**config.mk**
```make
export PLATFORM = sky130hd
export DESIGN_NAME = serial_adder_core
export DESIGN_NICKNAME = d
export VERILOG_FILES = /design/src/rtl/serial_adder_core.sv
export SDC_FILE = /design/constraint.sdc
export NUM_CORES = 1
export LEC_CHECK = 0
export ABC_CLOCK_PERIOD_IN_PS = 4300
export CAP_MARGIN = 20
export CORE_UTILIZATION = 30
export CTS_BUF_LIST = sky130_fd_sc_hd__clkbuf_8
export DETAILED_ROUTE_END_ITERATION = 10
export DONT_BUFFER_PORTS = 1
export PLACE_DENSITY_LB_ADDON = 0.15
export SLEW_MARGIN = 20
export SYNTH_ARGS = -nofsm -noshare
export SYNTH_HDL_FRONTEND = slang
export SYNTH_SLANG_ARGS = --single-unit
```
**constraint.sdc**
```tcl
create_clock -name i_clk -period 4.3 [get_ports i_clk]
set_input_delay 0.645 -clock i_clk [delete_from_list [all_inputs] [get_ports i_clk]]
set_output_delay 0.645 -clock i_clk [all_outputs]
set_load 0.02 [all_outputs]
```
**src/rtl/serial_adder_core.sv**
```systemverilog
// Serial LSB-first full adder with its load/shift controller.
// One sum bit per ADD cycle; the N-bit sum and carry-out are assembled in registers.
module serial_adder_core #(
  parameter int N  = 8,
  parameter int CW = 4
) (
  input  logic         i_clk,
  input  logic         i_rst_n,
  input  logic         i_start,
  input  logic         i_cin,
  input  logic         i_a_bit,
  input  logic         i_b_bit,
  output logic         o_ld,
  output logic         o_shift,
  output logic         o_sum_bit,
  output logic [N-1:0] o_sum,
  output logic         o_cout,
  output logic         o_busy,
  output logic         o_done
);

  typedef enum logic [1:0] {IDLE, LOAD, ADD, DONE} state_t;

  localparam logic [CW-1:0] LAST = CW'(N - 1);

  state_t        state_q, state_d;
  logic [CW-1:0] cnt_q, cnt_d;
  logic          carry_q, carry_d;
  logic [N-1:0]  sum_q, sum_d;
  logic          cout_q, cout_d;
  logic          s, c_nxt;

  assign s     = i_a_bit ^ i_b_bit ^ carry_q;
  assign c_nxt = (i_a_bit & i_b_bit) | (i_a_bit & carry_q) | (i_b_bit & carry_q);

  always_ff @(posedge i_clk or negedge i_rst_n) begin
    if (!i_rst_n) begin
      state_q <= IDLE;
      cnt_q   <= '0;
      carry_q <= 1'b0;
      sum_q   <= '0;
      cout_q  <= 1'b0;
    end else begin
      state_q <= state_d;
      cnt_q   <= cnt_d;
      carry_q <= carry_d;
      sum_q   <= sum_d;
      cout_q  <= cout_d;
    end
  end

  always_comb begin
    state_d = state_q;
    cnt_d   = cnt_q;
    carry_d = carry_q;
    sum_d   = sum_q;
    cout_d  = cout_q;
    case (state_q)
      IDLE: begin
        if (i_start) state_d = LOAD;
      end
      LOAD: begin
        carry_d = i_cin;
        cnt_d   = '0;
        sum_d   = '0;
        cout_d  = 1'b0;
        state_d = ADD;
      end
      ADD: begin
        // Sum bits enter at the MSB so bit 0 lands in place after N shifts.
        sum_d   = {s, sum_q[N-1:1]};
        carry_d = c_nxt;
        if (cnt_q == LAST) begin
          cout_d  = c_nxt;
          state_d = DONE;
        end else begin
          cnt_d = cnt_q + 1'b1;
        end
      end
      DONE: begin
        state_d = IDLE;
      end
      default: begin
        state_d = IDLE;
      end
    endcase
  end

  assign o_ld      = (state_q == LOAD);
  assign o_shift   = (state_q == ADD);
  assign o_done    = (state_q == DONE);
  assign o_busy    = (state_q != IDLE);
  assign o_sum_bit = (state_q == ADD) & s;
  assign o_sum     = sum_q;
  assign o_cout    = cout_q;

endmodule
```
==> results of run 1 <==
[flip-flops by register name (all words and copies together) (netlist names)]
register	cells
carry_q	1
cnt_q	4
o_cout	1
o_sum	8
state_q	2
[synthesized netlist by cell type (2+ instances only)]
master                     count  area share [%]
sky130_fd_sc_hd__a21oi_1       2             1.1
sky130_fd_sc_hd__buf_2         2             1.1
sky130_fd_sc_hd__dfrtp_1      16              45
sky130_fd_sc_hd__ha_1          7             9.9
sky130_fd_sc_hd__inv_1        15             6.4
sky130_fd_sc_hd__mux2i_1       2             2.3
sky130_fd_sc_hd__nand2_1       4             1.7
sky130_fd_sc_hd__nand2b_1      2             1.4
sky130_fd_sc_hd__nand3_1       9             5.1
sky130_fd_sc_hd__nor2b_1       3             2.1
sky130_fd_sc_hd__o21ai_0       7             4.0
sky130_fd_sc_hd__o21ai_1       2             1.1
[worst register-to-register path, delay by kind of cell (launching register included)]
kind | cells | cell delay [ns]
mux | 1 | 0.29
fa+ha+maj | 1 | 0.56
buf+inv | 1 | 0.15
simple gates | 1 | 0.14
flops | 1 | 0.40
compound gates | 1 | 0.22
[power groups by stage]
stage	combinational (mW)	sequential (mW)	clock, mW
global route	0.378	0.227	0.145
global placement	0.331	0.222	0
CTS	0.337	0.222	0.138
detailed placement	0.336	0.224	0
finish	0.332	0.221	0.132
floorplan	0.289	0.216	0
[placed cells by master (no fill, tap or decap)]
master                      instances
sky130_fd_sc_hd__o32ai_1            1
sky130_fd_sc_hd__nand2b_1           2
sky130_fd_sc_hd__fa_1               1
sky130_fd_sc_hd__mux2_4             1
sky130_fd_sc_hd__mux2i_1            2
sky130_fd_sc_hd__nor2b_1            3
sky130_fd_sc_hd__o211ai_1           1
sky130_fd_sc_hd__mux2_1             1
sky130_fd_sc_hd__a2bb2oi_2          1
sky130_fd_sc_hd__o21ai_1            2
sky130_fd_sc_hd__nand3_1            9
sky130_fd_sc_hd__nand3b_2           1
sky130_fd_sc_hd__a31o_1             1
sky130_fd_sc_hd__o311ai_1           1
sky130_fd_sc_hd__clkbuf_8           4
sky130_fd_sc_hd__nor2_2             1
sky130_fd_sc_hd__ha_1               7
sky130_fd_sc_hd__inv_1             15
sky130_fd_sc_hd__dfrtp_1           16
sky130_fd_sc_hd__mux2_2             1
sky130_fd_sc_hd__nand2_1            4
sky130_fd_sc_hd__a21oi_1            2
sky130_fd_sc_hd__o21bai_4           1
sky130_fd_sc_hd__inv_2              1
sky130_fd_sc_hd__nor2_1             1
sky130_fd_sc_hd__o21ai_0            7
sky130_fd_sc_hd__a22o_1             1
[logic make-up (layout without fill, tap and decap cells)]
logic type,count (synthesis),in the layout,synth area share [%]
flops,16,16,45.3
simple gates,21,21,12.7
fa+ha+maj,8,8,12.2
mux,5,5,6.51
compound gates,18,18,14.9
buf+inv,19,20,8.36
[layout make-up]
cell class	count	area, um^2
fillers	287	1820
multi-input cells	52	409
clock buffers	4	55.1
flip-flops and latches	16	400
inverters	16	60.1
well taps	31	38.8
[worst paths after layout]
path	startpoint	end	slack, ns	cells past startpoint
min	i_rst_n	state_q[0]$_DFFE_PN0P_	0.09	0
max in group asynchronous	i_rst_n	o_sum[1]$_DFFE_PN0P_	4.14	0
min in group i_clk	carry_q$_DFFE_PN0P_	carry_q$_DFFE_PN0P_	0.53	2
max reg2reg	state_q[0]$_DFFE_PN0P_	cnt_q[0]$_DFFE_PN0P_	2.42	5
max	state_q[0]$_DFFE_PN0P_	o_sum_bit	1.92	3
min reg2reg	carry_q$_DFFE_PN0P_	carry_q$_DFFE_PN0P_	0.53	2
[layer usage]
layer	GRT usage [%]	share of wire, %	up-vias
li1	-	-	289
met1	17.7	48	270
met3	3.46	4.0	2
met4	4.18	0.48	0
met5	0	0	-
met2	18.5	47	9
==> impl_metrics.toml, run 1 <==
[run_status]
run_status = "finished, final reports clean"

[global_route]
grt_remaining_overflow = 0
pin_count_of_the_biggest_net_entering_global_routing = 19
antenna_found_initial = 0
grt_pass1_wl_mm = 3.08
grt_util_all_layers_pct = 12.5
vias_in_the_first_global_route = 598

[hold_path]
min_path_type = "in2async"

[routing]
routedWlPerCell_um = 13.9
route.antenna.remaining_nets = 0
drt_drc_violations_left = 0
routed-via-count = 570
dr.first_iter.drc_count = 12
drt_pre_antenna_iters = 4
detail_route.wirelength_mm = 1.66
viasPerCell = 4.79

[setup_path]
timing.critical_path.cells = "inv_1 > ha_1 > nor2b_1"
cp.buffers_inverters = 1
critical-path-slowest-cell = "sky130_fd_sc_hd__nor2b_1"
critPathLaunchType = "flip-flop"
crit_arrival_ns = 1.73
critical_path_peak_fanout = 8
critPathRequiredTime_ns = 3.65
max_stage_delay_ns = 0.47
critical_path.endpoint_type = "primary output"
crit_type = "reg2out"
critical_path.top_delay_family = "simple AND/OR/NAND/NOR gates"

[cells_and_area]
final_util_pct = 34.6
design.final.nets = 103
finish.instance_area_um2 = 963
antenna-diode-count = 0
layout-drive-gt1-share_pct = 12.5
synthesis_to_layout_area_growth_pct = 9.07
final_cell_count_no_fill = 119

[clock_tree]
buffers_inserted_during_post_cts_setup_optimization = 0
cts.htree.levels = 1
worstSkewPairLatency_ns = 0.25
cts_tree = "done"
cts_max_path_buffers = 2
cts_num_sinks = 16
cts.reportedPaths.clkPinSlew_ns = 0.07
tritoncts.num_buffers = 3
cts_repair_resize_count = 0
postCtsHoldBufs = 0
ctsRootBufferMaster = "sky130_fd_sc_hd__clkbuf_8"

[die]
floorplan.initialDensity_pct = 31.8
die_y_um = 56.3
io-pin-count = 20
placeableCoreArea_um2 = 2780
die-width_um = 56.3
rows = 19
die_area_um2 = 3170

[sta]
fin_crit_ns = 2.38
fin_setup_tns_ns = 0
maxClockFrequency_ghz = 0.420
count_of_final_setup_violators = 0
slew_violations = 0
unrepaired_setup_endpoints_after_global_routing = "false"
final.hold.worst_slack_ns = 0.0867
postLayoutSetupSlackWorst_ns = 1.92
timing_worst_slew_pin_value_ns = 0.596
relSlewSlack_pct = 60.2
period_share_pct = 55.3
final_hold_viol_count = 0
worst_clock_skew_ns = 0.00411

[placed_design]
io_buffer_count = 0
place.detailed.instances = 115
detailed_place_hpwl_mm = 1.20
place_worst_setup_slack_ns = 2.08
postPlaceCellArea_um2 = 908
routabilityCongestion = 0.694

[logic_synthesis]
seq_area_frac_synth_pct = 45.3
yosys_warnings = 0
synth_cell_type_count = 28
synth_edf_count = 0
syn_inst = 87
synthesis.area_um2 = 883
synth_seq_cells = 16
mappedNetlistNets = 101
synth_area_per_cell_um2 = 10.2
ys_dominant_reg_cell = "sky130_fd_sc_hd__dfrtp_1"
async_reset_ff_share_pct = 100

[power]
netSwitchingFraction_pct = 43.1
cellLeakagePower_nw = 0.435
switching_power_mw = 0.296
seqPwrFrac_pct = 32.3
internal_power_mw = 0.390
power_density_nw_per_um2 = 712
ir_worst_vdd_mv = 0.413
combinationalPowerShare_pct = 48.4
clock_share_of_power_pct = 19.3
report.power.total_mw = 0.686

[job]
maxCapViolations = 0
No activity file was read; power rests on OpenSTA's default activity.
==> run 2, diff against run 1 <==
--- a/config.mk
+++ b/config.mk
@@ -5,7 +5,7 @@
 export SDC_FILE = /design/constraint.sdc
 export NUM_CORES = 1
 export LEC_CHECK = 0
-export ABC_CLOCK_PERIOD_IN_PS = 4300
+export ABC_CLOCK_PERIOD_IN_PS = 2350
 export CAP_MARGIN = 20
 export CORE_UTILIZATION = 30
 export CTS_BUF_LIST = sky130_fd_sc_hd__clkbuf_8
==> constraint.sdc (replaced) <==
create_clock -name i_clk -period 2.35 [get_ports i_clk]
set_input_delay 0.3525 -clock i_clk [delete_from_list [all_inputs] [get_ports i_clk]]
set_output_delay 0.3525 -clock i_clk [all_outputs]
set_load 0.02 [all_outputs]
==> impl_metrics.toml, run 2 (synthesis gave the netlist of run 1 again) <==
[routing]
routedWlPerCell_um = 13.0
drt_drc_violations_left = 0
route.antenna.remaining_nets = 0
viasPerCell = 4.78
routed-via-count = 578
dr.first_iter.drc_count = 31
detail_route.wirelength_mm = 1.58
drt_pre_antenna_iters = 4

[sta]
worst_clock_skew_ns = 0.00614
fin_setup_tns_ns = 0
period_share_pct = 80.3
timing_worst_slew_pin_value_ns = 0.743
postLayoutSetupSlackWorst_ns = 0.462
unrepaired_setup_endpoints_after_global_routing = "false"
slew_violations = 0
relSlewSlack_pct = 50.3
fin_crit_ns = 1.89
final_hold_viol_count = 0
final.hold.worst_slack_ns = 0.269
maxClockFrequency_ghz = 0.530
count_of_final_setup_violators = 0

[placed_design]
postPlaceCellArea_um2 = 916
place_worst_setup_slack_ns = 0.496
detailed_place_hpwl_mm = 1.16
routabilityCongestion = 0.701
io_buffer_count = 0

[setup_path]
critPathRequiredTime_ns = 2.00
critPathLaunchType = "flip-flop"
crit_arrival_ns = 1.54
worst_r2r_path_depth = 5
r2r_setup_slack_ns = 0.51
crit_type = "reg2out"
critical_path.endpoint_type = "primary output"
critical_path_peak_fanout = 2

[power]
power_density_nw_per_um2 = 1290
report.power.total_mw = 1.26
ir_worst_vdd_mv = 0.790
cellLeakagePower_nw = 0.444

[global_route]
grt_pass1_wl_mm = 2.72
vias_in_the_first_global_route = 565
pin_count_of_the_biggest_net_entering_global_routing = 19
grt_util_all_layers_pct = 11.0
grt_remaining_overflow = 0
antenna_found_initial = 0

[cells_and_area]
layout-drive-gt1-share_pct = 13.3
most-common-layout-cells = "16 x sky130_fd_sc_hd__dfrtp_1, 15 x sky130_fd_sc_hd__inv_1, 9 x sky130_fd_sc_hd__nand3_1"
largest_register_ff_count = 8
mostFrequentLayoutCell = "sky130_fd_sc_hd__dfrtp_1"
design.final.nets = 105
synthesis_to_layout_area_growth_pct = 11.0
finish.instance_area_um2 = 981
antenna-diode-count = 0

[clock_tree]
tritoncts.num_buffers = 3
cts_repair_resize_count = 0
buffers_inserted_during_post_cts_setup_optimization = 0
cts_tree = "done"
cts_max_path_buffers = 2
cts_num_sinks = 16
ctsRootBufferMaster = "sky130_fd_sc_hd__clkbuf_8"
worstSkewPairLatency_ns = 0.25
cts.htree.levels = 1
cts.reportedPaths.clkPinSlew_ns = 0.07

[die]
die-width_um = 56.3
die_y_um = 56.3
die_area_um2 = 3170
placeableCoreArea_um2 = 2780
rows = 19
floorplan.initialDensity_pct = 31.8
io-pin-count = 20

[hold_path]
min_path_type = "in2reg"
min_path_cells = 2

[job]
maxCapViolations = 0

[run_status]
run_status = "finished, final reports clean"
## run 2: through the flow
step / instances / util, %
floorplan: 87 / -
global placement: 116 / 32.9
detailed placement: 116 / 32.9
CTS: 121 / 35.3
global route: 121 / 35.3
finish: 121 / 35.3
## run 2: area by class of cell
cell class / count / area (um^2)
Multi-Input combinational cell: 52 / 409
Fill cell: 275 / 1800
Sequential cell: 16 / 400
Timing Repair Buffer: 2 / 17.5
Clock buffer: 4 / 55.1
Inverter: 16 / 60.1
Tap cell: 31 / 38.8
## run 2: power by group
| group | switching [mW] | total (mW) | internal (mW) | leakage [nW] |
|---|---|---|---|---|
| clock network | 0.0955 | 0.244 | 0.148 | 0.0288 |
| registers | 0.0653 | 0.401 | 0.335 | 0.215 |
| logic | 0.378 | 0.617 | 0.239 | 0.200 |
| total | 0.539 | 1.26 | 0.723 | 0.444 |
## run 2: routing by layer
layer  GRT usage [%]  part of all wire [%]  wire [um]  vias up
li1                -                     -          -      296
met1            15.7                    53        832      269
met2            16.0                    42        664       11
met3            2.76                   4.1         65        2
met4            4.18                  0.89         14        0
met5               0                     0          0        -
## run 2: critical path: stages (launching register included)
cell                      delay [ns]
sky130_fd_sc_hd__dfrtp_1        0.36
sky130_fd_sc_hd__inv_1          0.09
sky130_fd_sc_hd__fa_1           0.43
sky130_fd_sc_hd__nor2b_1        0.41
## run 2: final timing paths
check | from | end
setup / recovery | carry_q$_DFFE_PN0P_ | o_sum_bit
hold / removal | i_cin | carry_q$_DFFE_PN0P_
setup reg to reg | state_q[0]$_DFFE_PN0P_ | cnt_q[0]$_DFFE_PN0P_
hold reg to reg | carry_q$_DFFE_PN0P_ | carry_q$_DFFE_PN0P_
max in group asynchronous | i_rst_n | state_q[1]$_DFFE_PN0P_
min in group asynchronous | i_rst_n | cnt_q[1]$_DFFE_PN0P_
## run 2: what timing repair did
item | 4_1_cts | 5_1_grt
hold endpoints to repair | 16 | 0
endpoints found under the setup margin | 0 | 0
hold buffers | 1 | 0
==> run 3, diff against run 2 <==
--- a/config.mk
+++ b/config.mk
@@ -5,7 +5,7 @@
 export SDC_FILE = /design/constraint.sdc
 export NUM_CORES = 1
 export LEC_CHECK = 0
-export ABC_CLOCK_PERIOD_IN_PS = 2350
+export ABC_CLOCK_PERIOD_IN_PS = 1700
 export CAP_MARGIN = 20
 export CORE_UTILIZATION = 30
 export CTS_BUF_LIST = sky130_fd_sc_hd__clkbuf_8
==> constraint.sdc (replaced) <==
create_clock -name i_clk -period 1.7 [get_ports i_clk]
set_input_delay 0.255 -clock i_clk [delete_from_list [all_inputs] [get_ports i_clk]]
set_output_delay 0.255 -clock i_clk [all_outputs]
set_load 0.02 [all_outputs]
==> impl_metrics.toml, run 3 (synthesis gave the netlist of run 1 again) <==
[run_status]
run_status = "finished, final reports clean"

[hold_path]
min_from = "i_cin"
min_path_type = "in2reg"
holdPathEnd = "carry_q$_DFFE_PN0P_"
min_path_cells = 2

[clock_tree]
worstSkewPairLatency_ns = 0.24
cts_max_path_buffers = 2
ctsRootBufferMaster = "sky130_fd_sc_hd__clkbuf_8"
tritoncts.num_buffers = 3
cts.reportedPaths.clkPinSlew_ns = 0.07
cts_tree = "done"
cts.htree.levels = 1
cts_num_sinks = 16

[power]
switching_power_mw = 0.804
report.power.total_mw = 1.93
cellLeakagePower_nw = 0.478
internal_power_mw = 1.13
power_density_nw_per_um2 = 1850
netSwitchingFraction_pct = 41.6
combinationalPowerShare_pct = 53.2
clock_share_of_power_pct = 17.6
seqPwrFrac_pct = 29.1
ir_worst_vdd_mv = 1.12

[die]
floorplan.initialDensity_pct = 31.8
io-pin-count = 20
die_y_um = 56.3
die_area_um2 = 3170
rows = 19
die-width_um = 56.3
placeableCoreArea_um2 = 2780

[routing]
routedWlPerCell_um = 13.4
routed-via-count = 612
route.antenna.remaining_nets = 0
dr.first_iter.drc_count = 14
detail_route.wirelength_mm = 1.71
drt_pre_antenna_iters = 4
drt_drc_violations_left = 0
viasPerCell = 4.78

[sta]
unrepaired_setup_endpoints_after_global_routing = "true"
fin_setup_tns_ns = 0
relSlewSlack_pct = 51.8
count_of_final_setup_violators = 0
final_hold_viol_count = 0
period_share_pct = 98.4
maxClockFrequency_ghz = 0.598
fin_crit_ns = 1.67
slew_violations = 0
worst_clock_skew_ns = 0.00110
timing_worst_slew_pin_value_ns = 0.720

[global_route]
grt_pass1_wl_mm = 2.93
grt_util_all_layers_pct = 11.9
use_met2_pct = 17.0
grt_busiest_layer = "met1"
antenna_found_initial = 0
vias_in_the_first_global_route = 632
grtUsageMet1_pct = 17.4
grt_remaining_overflow = 0
pin_count_of_the_biggest_net_entering_global_routing = 17
groute.layer.met3.usage_pct = 3.69

[cells_and_area]
mostFrequentLayoutCell = "sky130_fd_sc_hd__dfrtp_1"
largest_register_ff_count = 8
most-common-layout-cells = "16 x sky130_fd_sc_hd__dfrtp_1, 14 x sky130_fd_sc_hd__inv_1, 9 x sky130_fd_sc_hd__nand3_1"
layout-drive-gt1-share_pct = 21.6
design.final.nets = 112
antenna-diode-count = 0
num-fill-cells = 263
synthesis_to_layout_area_growth_pct = 18.4

[setup_path]
r2r_setup_slack_ns = 0.09
critical_path_peak_fanout = 2
r2r-start = "state_q[0]$_DFFE_PN0P_"
crit-reg2reg-capture = "cnt_q[0]$_DFFE_PN0P_"
crit_arrival_ns = 1.42
critPathRequiredTime_ns = 1.44
critical_path.endpoint_type = "primary output"
critPathLaunchType = "flip-flop"
worst_r2r_path_depth = 5
crit_type = "reg2out"

[placed_design]
routabilityCongestion = 0.728
detailed_place_hpwl_mm = 1.24
io_buffer_count = 0

[job]
maxCapViolations = 0
run 3: cell type report:
cell class	instances	area [um^2]	area share [%]
clock buffer	4	55.1	5.26
inverter	16	60.1	5.74
multi-input combinational	52	422	40.3
sequential	16	400	38.3
tap	31	38.8	3.71
timing repair buffer	9	70.1	6.70
run 3: power by group through the flow:
stage          Combinational, mW  Clock [mW]  Sequential, mW
6_report                    1.03       0.340           0.563
2_1_floorplan              0.731           0           0.546
3_3_place_gp               0.972           0           0.561
3_5_place_dp               0.983           0           0.564
5_1_grt                     1.14       0.368           0.575
4_1_cts                     1.02       0.350           0.561
run 3: worst max path at each step:
stage / cells after the start / start / to
finish: 4 / carry_q$_DFFE_PN0P_ / o_sum_bit
global route: 4 / carry_q$_DFFE_PN0P_ / o_sum_bit
CTS: 4 / carry_q$_DFFE_PN0P_ / o_sum_bit
detailed placement: 5 / state_q[0]$_DFFE_PN0P_ / cnt_q[0]$_DFFE_PN0P_
global placement: 5 / state_q[0]$_DFFE_PN0P_ / cnt_q[0]$_DFFE_PN0P_
floorplan: 4 / state_q[0]$_DFFE_PN0P_ / o_sum[7]$_DFFE_PN0P_
run 3: repair_timing:
| action | CTS | global route |
|---|---|---|
| setup buffers | 0 | 1 |
| hold endpoints to repair | 16 | 0 |
| endpoints found under the setup margin | 1 | 2 |
| hold buffers | 1 | 0 |
| pin swaps | 0 | 1 |
| resized for setup | 2 | 1 |
run 3: per-layer routing:
metal / part of all wire (%) / vias to the layer above
met5: 0 / -
met4: 0.82 / 0
met3: 4.7 / 2
met2: 43 / 9
met1: 51 / 289
li1: - / 312
run 3: through the flow:
step	instances	hold slack [ns]	area [um^2]	utilization, %	setup slack [ns]
6_report	128	0.177	1050	37.6	0.0280
4_1_cts	127	0.177	1040	37.3	0.00541
2_1_floorplan	87	-0.0406	883	-	0.114
3_5_place_dp	122	-0.0400	961	34.5	0.0963
3_3_place_gp	122	-0.0401	961	34.5	0.172
5_1_grt	128	0.192	1050	37.6	-0.0781
run 3: critical path, cell delays in order, from the launching register on:
cell and delay (ns):
sky130_fd_sc_hd__dfrtp_1 0.37, sky130_fd_sc_hd__inv_2 0.06, sky130_fd_sc_hd__fa_1 0.42, sky130_fd_sc_hd__nor2b_1 0.15, sky130_fd_sc_hd__buf_4 0.16
